===== src/rtl/spi_reg_pkg.sv =====
// rtl/spi_reg_pkg.sv - register map, FSM states and read mux for spi_reg_bridge
//
// Shared definitions for the SPI command/register bridge:
//   - fixed ID values returned at 0x00/0x01
//   - register addresses, command write-bit position
//   - FSM state enum
//   - reg_read(): register read mux, snapshot passed in so the caller picks
//     which ADC image (live or frozen) a read sees
//   - sat_inc(): saturating 8-bit increment for ERR_CNT
package spi_reg_pkg;

  localparam logic [7:0] FPGA_VER = 8'hC0;
  localparam logic [7:0] BOARD_ID = 8'hAE;

  localparam logic [6:0] ADDR_VER      = 7'h00;
  localparam logic [6:0] ADDR_ID       = 7'h01;
  localparam logic [6:0] ADDR_ADC_BASE = 7'h02;
  localparam logic [6:0] ADDR_CTRL     = 7'h10;
  localparam logic [6:0] ADDR_SCRATCH  = 7'h11;
  localparam logic [6:0] ADDR_ERR      = 7'h12;

  localparam int CMD_WRITE_BIT = 7;
  localparam int ADC_W         = 60;

  typedef enum logic [1:0] {
    ST_IDLE,
    ST_CMD,
    ST_READ,
    ST_WRITE
  } state_e;

  // ADC snapshot is five 12-bit channels, ch0 in [11:0]; each channel is
  // exposed as a lo byte followed by a zero-extended hi nibble.
  function automatic logic [7:0] reg_read(input logic [6:0]       addr,
                                          input logic [ADC_W-1:0] snap,
                                          input logic [1:0]       ctrl,
                                          input logic [7:0]       scratch,
                                          input logic [7:0]       err_cnt);
    logic [7:0] r;
    r = 8'h00;
    case (addr)
      ADDR_VER:              r = FPGA_VER;
      ADDR_ID:               r = BOARD_ID;
      ADDR_ADC_BASE + 7'd0:  r = snap[7:0];
      ADDR_ADC_BASE + 7'd1:  r = {4'b0000, snap[11:8]};
      ADDR_ADC_BASE + 7'd2:  r = snap[19:12];
      ADDR_ADC_BASE + 7'd3:  r = {4'b0000, snap[23:20]};
      ADDR_ADC_BASE + 7'd4:  r = snap[31:24];
      ADDR_ADC_BASE + 7'd5:  r = {4'b0000, snap[35:32]};
      ADDR_ADC_BASE + 7'd6:  r = snap[43:36];
      ADDR_ADC_BASE + 7'd7:  r = {4'b0000, snap[47:44]};
      ADDR_ADC_BASE + 7'd8:  r = snap[55:48];
      ADDR_ADC_BASE + 7'd9:  r = {4'b0000, snap[59:56]};
      ADDR_CTRL:             r = {6'b000000, ctrl};
      ADDR_SCRATCH:          r = scratch;
      ADDR_ERR:              r = err_cnt;
      default:               r = 8'h00;
    endcase
    return r;
  endfunction

  function automatic logic [7:0] sat_inc(input logic [7:0] v);
    return (v == 8'hFF) ? v : v + 8'd1;
  endfunction

endpackage


===== src/rtl/spi_reg_bridge_if.sv =====
// rtl/spi_reg_bridge_if.sv - byte-level link between spi_slave and spi_reg_bridge
//
// Signals:
//   spi_ss                 chip select from pad, active-low, asynchronous
//   spi_rx_byte_available  level, rising edge = new received byte (async)
//   spi_rx_byte[7:0]       received byte, stable while available is high
//   spi_tx_ready_to_write  level, rising edge = load next tx byte (async)
//   spi_tx_byte[7:0]       byte handed back to spi_slave
// Modports: master = spi_slave side, slave = register bridge side.
interface spi_reg_bridge_if;

  logic       spi_ss;
  logic       spi_rx_byte_available;
  logic [7:0] spi_rx_byte;
  logic       spi_tx_ready_to_write;
  logic [7:0] spi_tx_byte;

  modport master (
    output spi_ss,
    output spi_rx_byte_available,
    output spi_rx_byte,
    output spi_tx_ready_to_write,
    input  spi_tx_byte
  );

  modport slave (
    input  spi_ss,
    input  spi_rx_byte_available,
    input  spi_rx_byte,
    input  spi_tx_ready_to_write,
    output spi_tx_byte
  );

endinterface


===== src/rtl/sync_edge.sv =====
// rtl/sync_edge.sv - 2-flop synchronizer with registered rise/fall pulses
//
// Ports:
//   in_CLK   system clock
//   reset_n  asynchronous active-low reset
//   async_i  asynchronous level input
//   rise_o   one-cycle pulse, 3 clocks after async_i rises
//   fall_o   one-cycle pulse, 3 clocks after async_i falls
module sync_edge (
  input  logic in_CLK,
  input  logic reset_n,
  input  logic async_i,
  output logic rise_o,
  output logic fall_o
);

  // [0],[1] are the metastability pair; [2] holds the previous synced level.
  logic [2:0] sync_q;
  logic       rise_q;
  logic       fall_q;

  always_ff @(posedge in_CLK or negedge reset_n) begin
    if (!reset_n) begin
      sync_q <= 3'b000;
      rise_q <= 1'b0;
      fall_q <= 1'b0;
    end else begin
      sync_q <= {sync_q[1:0], async_i};
      rise_q <= sync_q[1] & ~sync_q[2];
      fall_q <= ~sync_q[1] & sync_q[2];
    end
  end

  assign rise_o = rise_q;
  assign fall_o = fall_q;

endmodule


===== src/rtl/spi_reg_bridge.sv =====
// rtl/spi_reg_bridge.sv - SPI command decoder and register file with auto-increment
//
// Ports:
//   in_CLK, reset_n          clock, asynchronous active-low reset
//   spi                      spi_reg_bridge_if.slave byte link to spi_slave
//   adc_sample_valid         one-cycle pulse: adc_sample_data holds a new set
//   adc_sample_data[59:0]    {ch4,ch3,ch2,ch1,ch0}, 12 bits each
//   ctrl_adc_en              CTRL[0]
//   ctrl_bootloader_force    CTRL[1]
//
// First byte after select is the command (bit7 write, [6:0] start address).
// Reads stage reg[addr] into tx_buffer on each received byte, so the data
// for byte N+1 is ready when spi_slave asks for it. Writes land on each
// received byte. The address wraps within 7 bits.
module spi_reg_bridge
  import spi_reg_pkg::*;
(
  input  logic             in_CLK,
  input  logic             reset_n,
  spi_reg_bridge_if.slave  spi,
  input  logic             adc_sample_valid,
  input  logic [ADC_W-1:0] adc_sample_data,
  output logic             ctrl_adc_en,
  output logic             ctrl_bootloader_force
);

  logic ss_rise, ss_fall;
  logic rx_rise, rx_fall;
  logic tx_rise, tx_fall;

  sync_edge u_sync_ss (
    .in_CLK  (in_CLK),
    .reset_n (reset_n),
    .async_i (spi.spi_ss),
    .rise_o  (ss_rise),
    .fall_o  (ss_fall)
  );

  sync_edge u_sync_rx (
    .in_CLK  (in_CLK),
    .reset_n (reset_n),
    .async_i (spi.spi_rx_byte_available),
    .rise_o  (rx_rise),
    .fall_o  (rx_fall)
  );

  sync_edge u_sync_tx (
    .in_CLK  (in_CLK),
    .reset_n (reset_n),
    .async_i (spi.spi_tx_ready_to_write),
    .rise_o  (tx_rise),
    .fall_o  (tx_fall)
  );

  // Only the rising edges of the byte strobes carry meaning.
  logic unused_edges;
  assign unused_edges = rx_fall ^ tx_fall;

  state_e           state_q,   state_d;
  logic [6:0]       addr_q,    addr_d;
  logic [7:0]       tx_buf_q,  tx_buf_d;
  logic [7:0]       tx_byte_q, tx_byte_d;
  logic [1:0]       ctrl_q,    ctrl_d;
  logic [7:0]       scratch_q, scratch_d;
  logic [7:0]       err_q,     err_d;
  logic [ADC_W-1:0] live_q,    live_d;
  logic [ADC_W-1:0] snap_q,    snap_d;

  always_ff @(posedge in_CLK or negedge reset_n) begin
    if (!reset_n) begin
      state_q   <= ST_IDLE;
      addr_q    <= '0;
      tx_buf_q  <= '0;
      tx_byte_q <= '0;
      ctrl_q    <= '0;
      scratch_q <= '0;
      err_q     <= '0;
      live_q    <= '0;
      snap_q    <= '0;
    end else begin
      state_q   <= state_d;
      addr_q    <= addr_d;
      tx_buf_q  <= tx_buf_d;
      tx_byte_q <= tx_byte_d;
      ctrl_q    <= ctrl_d;
      scratch_q <= scratch_d;
      err_q     <= err_d;
      live_q    <= live_d;
      snap_q    <= snap_d;
    end
  end

  always_comb begin
    state_d   = state_q;
    addr_d    = addr_q;
    tx_buf_d  = tx_buf_q;
    tx_byte_d = tx_byte_q;
    ctrl_d    = ctrl_q;
    scratch_d = scratch_q;
    err_d     = err_q;
    live_d    = adc_sample_valid ? adc_sample_data : live_q;
    snap_d    = snap_q;

    if (tx_rise) begin
      tx_byte_d = tx_buf_q;
    end

    // Select changes take priority; a byte arriving in the same cycle is dropped.
    if (ss_rise) begin
      state_d = ST_IDLE;
    end else if (ss_fall) begin
      state_d  = ST_CMD;
      tx_buf_d = 8'h00;
    end else if (rx_rise) begin
      case (state_q)
        ST_CMD: begin
          addr_d = spi.spi_rx_byte[6:0];
          if (spi.spi_rx_byte[CMD_WRITE_BIT]) begin
            state_d = ST_WRITE;
          end else begin
            // Freeze the pre-update live value; the first read byte must
            // already come from that frozen image.
            snap_d   = live_q;
            tx_buf_d = reg_read(spi.spi_rx_byte[6:0], live_q, ctrl_q, scratch_q, err_q);
            addr_d   = spi.spi_rx_byte[6:0] + 7'd1;
            state_d  = ST_READ;
          end
        end
        ST_READ: begin
          tx_buf_d = reg_read(addr_q, snap_q, ctrl_q, scratch_q, err_q);
          addr_d   = addr_q + 7'd1;
        end
        ST_WRITE: begin
          case (addr_q)
            ADDR_CTRL:    ctrl_d    = spi.spi_rx_byte[1:0];
            ADDR_SCRATCH: scratch_d = spi.spi_rx_byte;
            ADDR_ERR:     err_d     = 8'h00;
            default:      err_d     = sat_inc(err_q);
          endcase
          addr_d = addr_q + 7'd1;
        end
        default: ;
      endcase
    end
  end

  assign spi.spi_tx_byte      = tx_byte_q;
  assign ctrl_adc_en           = ctrl_q[0];
  assign ctrl_bootloader_force = ctrl_q[1];

endmodule

===== src/flat_wrapper.sv =====
// flat-port wrapper written by rule: the top's interface ports become plain ports
module spi_reg_bridge_flat import spi_reg_pkg::*;
  (in_CLK, reset_n, adc_sample_valid, adc_sample_data, ctrl_adc_en, ctrl_bootloader_force, spi_spi_ss, spi_spi_rx_byte_available, spi_spi_rx_byte, spi_spi_tx_ready_to_write, spi_spi_tx_byte);
  spi_reg_bridge_if spi_i ();
  input  logic in_CLK;
  input  logic reset_n;
  input  logic adc_sample_valid;
  input  logic [ADC_W-1:0] adc_sample_data;
  output logic ctrl_adc_en;
  output logic ctrl_bootloader_force;
  input wire logic [$bits(spi_i.spi_ss)-1:0] spi_spi_ss;
  input wire logic [$bits(spi_i.spi_rx_byte_available)-1:0] spi_spi_rx_byte_available;
  input wire logic [$bits(spi_i.spi_rx_byte)-1:0] spi_spi_rx_byte;
  input wire logic [$bits(spi_i.spi_tx_ready_to_write)-1:0] spi_spi_tx_ready_to_write;
  output wire logic [$bits(spi_i.spi_tx_byte)-1:0] spi_spi_tx_byte;
  assign spi_i.spi_ss = spi_spi_ss;
  assign spi_i.spi_rx_byte_available = spi_spi_rx_byte_available;
  assign spi_i.spi_rx_byte = spi_spi_rx_byte;
  assign spi_i.spi_tx_ready_to_write = spi_spi_tx_ready_to_write;
  assign spi_spi_tx_byte = spi_i.spi_tx_byte;
  spi_reg_bridge u_core (.in_CLK(in_CLK), .reset_n(reset_n), .spi(spi_i), .adc_sample_valid(adc_sample_valid), .adc_sample_data(adc_sample_data), .ctrl_adc_en(ctrl_adc_en), .ctrl_bootloader_force(ctrl_bootloader_force));
endmodule

===== config.mk =====
export PLATFORM = sky130hd
export DESIGN_NAME = spi_reg_bridge_flat
export DESIGN_NICKNAME = d
export VERILOG_FILES = /design/src/rtl/spi_reg_pkg.sv /design/src/rtl/spi_reg_bridge_if.sv /design/src/rtl/sync_edge.sv /design/src/rtl/spi_reg_bridge.sv /design/src/flat_wrapper.sv
export SDC_FILE = /design/constraint.sdc
export NUM_CORES = 1
export LEC_CHECK = 0
export ABC_CLOCK_PERIOD_IN_PS = 4800
export CORE_UTILIZATION = 55
export CTS_CLUSTER_DIAMETER = 40
export DETAILED_ROUTE_END_ITERATION = 8
export GPL_TIMING_DRIVEN = 0
export HOLD_SLACK_MARGIN = 0.1
export PLACE_DENSITY = 0.78
export SLEW_MARGIN = 20
export SYNTH_ARGS = -nofsm -noshare
export SYNTH_HDL_FRONTEND = slang
export SYNTH_HIERARCHICAL = 1
export SYNTH_SLANG_ARGS = --single-unit
export TNS_END_PERCENT = 20

===== constraint.sdc =====
create_clock -name in_CLK -period 4.8 [get_ports in_CLK]
set_input_delay 0.96 -clock in_CLK [delete_from_list [all_inputs] [get_ports in_CLK]]
set_output_delay 0.96 -clock in_CLK [all_outputs]
set_load 0.01 [all_outputs]

Yosys cells after proc, flatten, opt, wreduce, memory -nomap -nowiden
Index checks and enable logic that the tools add are counted.
{"block": "totals", "wordCells": 96, "reg_bits": 176}
{"block": "op_classes", "reduce_logical": 16, "n_eq_ne": 34, "addsub": 3, "bitwise_logic": 12, "mux": 15}
{"operator": "8-bit one-hot mux with 15 select lines", "count": 2}
{"operator": "7-bit by 3-bit == test with 1-bit output (second input constant)", "count": 8}
{"operator": "7-bit by 4-bit == test with 1-bit output (second input constant)", "count": 8}
{"operator": "7-bit by 5-bit == test with 1-bit output (second input constant)", "count": 6}
{"operator": "8-bit two-way mux", "count": 4}
{"operator": "8-bit one-hot mux with 2 select lines", "count": 2}
{"operator": "7-bit by 2-bit == test with 1-bit output (second input constant)", "count": 4}
{"operator": "5-bit AND reduction", "count": 3}
{"operator": "7-bit by 1-bit adder with 7-bit output (second input constant)", "count": 2}
{"operator": "7-bit by 1-bit == test with 1-bit output (second input constant)", "count": 2}
{"operator": "7-bit zero test", "count": 2}
{"operator": "7-bit one-hot mux with 2 select lines", "count": 1}
{"operator": "3-bit nonzero test", "count": 3}
{"operator": "8-bit by 1-bit adder with 8-bit output (second input constant)", "count": 1}
{"operator": "8-bit == test (second input constant)", "count": 1}
{"operator": "2-bit two-way mux", "count": 4}
{"operator": "1-bit inverter", "count": 8}
{"operator": "4-bit AND reduction", "count": 2}
{"operator": "7-bit two-way mux", "count": 1}
{"operator": "6-bit AND reduction", "count": 1}
{"operator": "1-bit AND", "count": 4}
{"operator": "2-bit == test (second input constant)", "count": 2}
{"operator": "2-bit nonzero test", "count": 2}
{"operator": "2-bit OR reduction", "count": 2}
{"operator": "other kinds (5)", "count": 5}

Depth between registers and ports, before layout
{"block": "logic_depth", "ltp_word": 6, "depth_mapped": 10, "depth_no_buf": 8}

By module
Netlist, hierarchy kept.
{"module": "spi_reg_bridge", "area_per_inst_um2": 7998.9, "cells_each": 675, "instances": 1}
{"module": "sync_edge", "area_per_inst_um2": 140.1, "cells_each": 7, "instances": 3}

Worst setup path before layout
Ideal clock, no wire load.
{"block": "synth_path", "path_kind": "input-to-reg", "start": "input spi_spi_rx_byte[1]", "end": "register u_core.tx_buf_q[0]", "path_slack_ns": 2.380, "arrival_time_ns": 2.299, "required_ns": 4.679, "path_buffers": 2, "path_stages": 9, "path_cell_list": "inv_1 -> ha_1 -> clkbuf_1 -> clkbuf_1 -> a222oi_1 -> o22ai_1 -> a21oi_1 -> a21oi_1 -> a22o_1"}
{"block": "synth_via", "elab_chain_cells": 6}
{"element": "start, declared", "line": "flat_wrapper.sv:13", "rtl": "input wire logic [$bits(spi_i.spi_rx_byte)-1:0] spi_spi_rx_byte;"}
{"element": "7-bit by 5-bit == test with 1-bit output, or another cell as far along", "line": "spi_reg_pkg.sv:41", "rtl": "case (addr)"}
{"element": "8-bit one-hot mux with 15 select lines (*)", "line": "spi_reg_pkg.sv:41"}
{"element": "8-bit two-way mux (*)", "line": "spi_reg_bridge.sv:118", "rtl": "if (spi.spi_rx_byte[CMD_WRITE_BIT]) begin"}
{"element": "8-bit one-hot mux with 2 select lines (*)", "line": "spi_reg_bridge.sv:115", "rtl": "case (state_q)"}
{"element": "8-bit two-way mux (*)", "line": "spi_reg_bridge.sv:114", "rtl": "end else if (rx_rise) begin"}
{"element": "8-bit two-way mux (*)", "line": "spi_reg_bridge.sv:111", "rtl": "end else if (ss_fall) begin"}
{"element": "end signal, assigned", "line": "spi_reg_bridge.sv:83", "rtl": "tx_buf_q <= tx_buf_d;"}
{"element": "end, declared", "line": "spi_reg_bridge.sv:61", "rtl": "logic [7:0] tx_buf_q, tx_buf_d;"}
Every way passes the cells marked *; elsewhere a longest branch is shown, timed or not. The select of a mux whose other input is x is not followed.
A chain may end at the register's enable or synchronous reset.

Final worst setup path
{"block": "layout_path", "start": "input spi_spi_rx_byte[1]", "end": "register u_core.tx_buf_q[6]"}
Same word-level chain as after synthesis.

==> impl_metrics.env <==
export IMPL_reg2reg_depth=9
export IMPL_max_freq_ghz=0.294
export IMPL_start_util_pct=56.8
export IMPL_wl_microns=25800
export IMPL_cts_buffers=17
export IMPL_utilization_pct=68.3
export IMPL_clkTransAtPathRegs_ns=0.07
export IMPL_wire_per_inst_microns=26.1
export IMPL_routed_via_density=6.57
export IMPL_clk_latency_ns=0.43
export IMPL_finalHoldViolations=0
export IMPL_routabilityCongestion=0.916
export IMPL_hold_slack_ns=0.355
export IMPL_rows=44
export IMPL_cts_num_sinks=176
export IMPL_first_iter_violations=694
export IMPL_track_usage_pct=34.7
export IMPL_clock_skew_ns=0.00914
export IMPL_syn_inst=692
export IMPL_hold_path_depth=0
export IMPL_power_uw=4330
export IMPL_clock_path_buffers=2
export IMPL_r2r_slack_ns=1.84
export IMPL_yosys_warnings=6
export IMPL_numPortBuffers=80
export IMPL_start_kind="input port"
export IMPL_post_cts_buffers=0
export IMPL_ioPinCount=84
export IMPL_drc_errors=0
export IMPL_drv_slew=0
export IMPL_crit_path_end_kind="register"
export IMPL_ctsHoldBuffers=0
export IMPL_syn_to_final_growth_pct=20.2
export IMPL_reg2reg_from="u_core/addr_q[0]$_DFFE_PN0P_"
export IMPL_worstHoldStart="u_core/u_sync_tx/sync_q[0]$_DFF_PN0_"
export IMPL_drive_gt1_share_pct=24.8
export IMPL_status="completed"
export IMPL_syn_avg_cell_area_sq_um=12.1
export IMPL_first_global_vias=6758
export IMPL_hpwl_microns=18800
export IMPL_final_antenna_net_count=0
export IMPL_die_y_microns=125
export IMPL_grt_setup_unrepaired="false"
export IMPL_clockRootBuffer="clkbuf_16"
export IMPL_fill_cells=1083
export IMPL_cts_resized=0
export IMPL_worstPathArrival_ns=3.77
export IMPL_core_area_sq_um=14700
export IMPL_grt_pass1_wl_microns=40400
export IMPL_dieArea_sq_um=15700
export IMPL_chipWidth_microns=125
export IMPL_antenna_found_initial=0
export IMPL_worstHoldEndpoint="u_core/u_sync_tx/sync_q[1]$_DFF_PN0_"
export IMPL_cap_violations=0
export IMPL_overflow=0
export IMPL_grt_max_degree=106
export IMPL_vdd_ir_drop_max_uv=298
export IMPL_timing_rr_end="u_core/tx_buf_q[4]$_DFFE_PN0P_"
export IMPL_finalNetCount=875
export IMPL_num_vias=6495
export IMPL_worstMarginPinSlew_ns=1.04
export IMPL_setup_violations=0
export IMPL_cp_required_ns=5.17
export IMPL_synth_nets=775
export IMPL_netlist_area_sq_um=8350
export IMPL_max_slew_margin_pct=30.9
export IMPL_hold_class="reg -> reg"
export IMPL_power_leakage_uw=0.00423
export IMPL_fin_crit_sh_pct=70.9
export IMPL_power_density_nw_per_um2=432
export IMPL_fin_crit_ns=3.41
export IMPL_path_class="in -> reg"
export IMPL_cts_htree_levels=4
export IMPL_dr_pass1_iters=8
export IMPL_n_antenna_cell=0
export IMPL_critical_path_max_fanout=8
export IMPL_cts_tree="built"
## layout make-up
type	instances	area, sq um	share of cell area [%]
plain buffers	46	193	1.92
clock inverters	14	196	1.96
well taps	184	230	2.29
repair buffers	81	833	8.30
inverters	12	45.0	0.449
flip-flops and latches	176	4400	43.9
multi-input cells	458	3710	37.0
clock buffers	17	425	4.24
## flip-flops by register name (all words and copies together) (netlist names)
signal,count
u_core/u_sync_ss/rise_o,1
u_core/scratch_q,8
u_core/ctrl_q,2
u_core/u_sync_ss/sync_q,3
u_core/u_sync_tx/sync_q,3
u_core/state_q,2
u_core/spi.spi_tx_byte,8
u_core/snap_q,60
u_core/u_sync_rx/rise_o,1
u_core/addr_q,7
u_core/err_q,8
u_core/u_sync_rx/sync_q,3
u_core/tx_buf_q,8
u_core/u_sync_ss/fall_o,1
u_core/live_q,60
u_core/u_sync_tx/rise_o,1
## metrics by stage
step	TNS [ns]	instances	setup WS, ns	area, sq um
detailed placement	0	957	0.984	9420
CTS	0	988	1.43	10000
global route	0	988	1.22	10000
finish	0	988	1.39	10000
global placement	-706.02	956	-4.03	9380
floorplan	0	692	2.38	8350
## where the power goes
group | switching (uW) | leakage, uW | total, uW | internal [uW]
Clock | 648 | 0.000298 | 1440 | 793
Sequential | 215 | 0.00219 | 1950 | 1740
Combinational | 530 | 0.00174 | 941 | 410
Total | 1390 | 0.00423 | 4330 | 2940
## worst max-delay path, stage by stage
cell and delay, ns:
clkdlybuf4s50_1 0.51, inv_1 0.15, ha_1 0.15, clkbuf_1 0.48, nand3b_1 0.13, nor4_1 0.73, a221oi_1 0.23, a31oi_1 0.26
a221o_1 0.15
## layout by cell type, fill, tap and decap left out, types with 4 or more instances in the layout
cell type and count:
mux2i_1 5, nand3_1 17, mux2_2 147, a21oi_1 32, buf_2 7, a221o_1 5, nand4_1 6, a221oi_1 9
buf_1 6, nor3_1 8, o21ai_0 30, nand2_1 36, clkbuf_1 31, a31oi_1 4, o22ai_1 11, a222oi_1 7
xor2_1 7, and3_1 8, xnor2_1 5, nor2b_1 10, a22o_1 11, nor2_1 18, clkdlybuf4s50_1 79, a22oi_1 24
dfrtp_1 176, clkinv_8 4, inv_6 4, nand3b_1 4, inv_1 12, ha_1 9, clkbuf_16 17
## layer usage
| metal | global-route usage (%) | share of wire (%) |
|---|---|---|
| met3 | 8.13 | 7.9 |
| met1 | 45.8 | 42 |
| met2 | 56.5 | 48 |
| met5 | 0 | 0 |
| met4 | 12.3 | 2.9 |
## worst max path at each step
| stage | start | to | slack [ns] | cells past startpoint |
|---|---|---|---|---|
| CTS | spi_spi_rx_byte[1] | u_core/tx_buf_q[6]$_DFFE_PN0P_ | 1.43 | 9 |
| global route | spi_spi_rx_byte[1] | u_core/tx_buf_q[6]$_DFFE_PN0P_ | 1.22 | 9 |
| floorplan | spi_spi_rx_byte[1] | u_core/tx_buf_q[0]$_DFFE_PN0P_ | 2.38 | 9 |
| detailed placement | spi_spi_rx_byte[1] | u_core/tx_buf_q[6]$_DFFE_PN0P_ | 0.98 | 9 |
| global placement | reset_n | u_core/live_q[28]$_DFFE_PN0P_ | -4.03 | 1 |
| finish | spi_spi_rx_byte[1] | u_core/tx_buf_q[6]$_DFFE_PN0P_ | 1.39 | 9 |
Note: power is estimated with default switching activity, not from simulation.
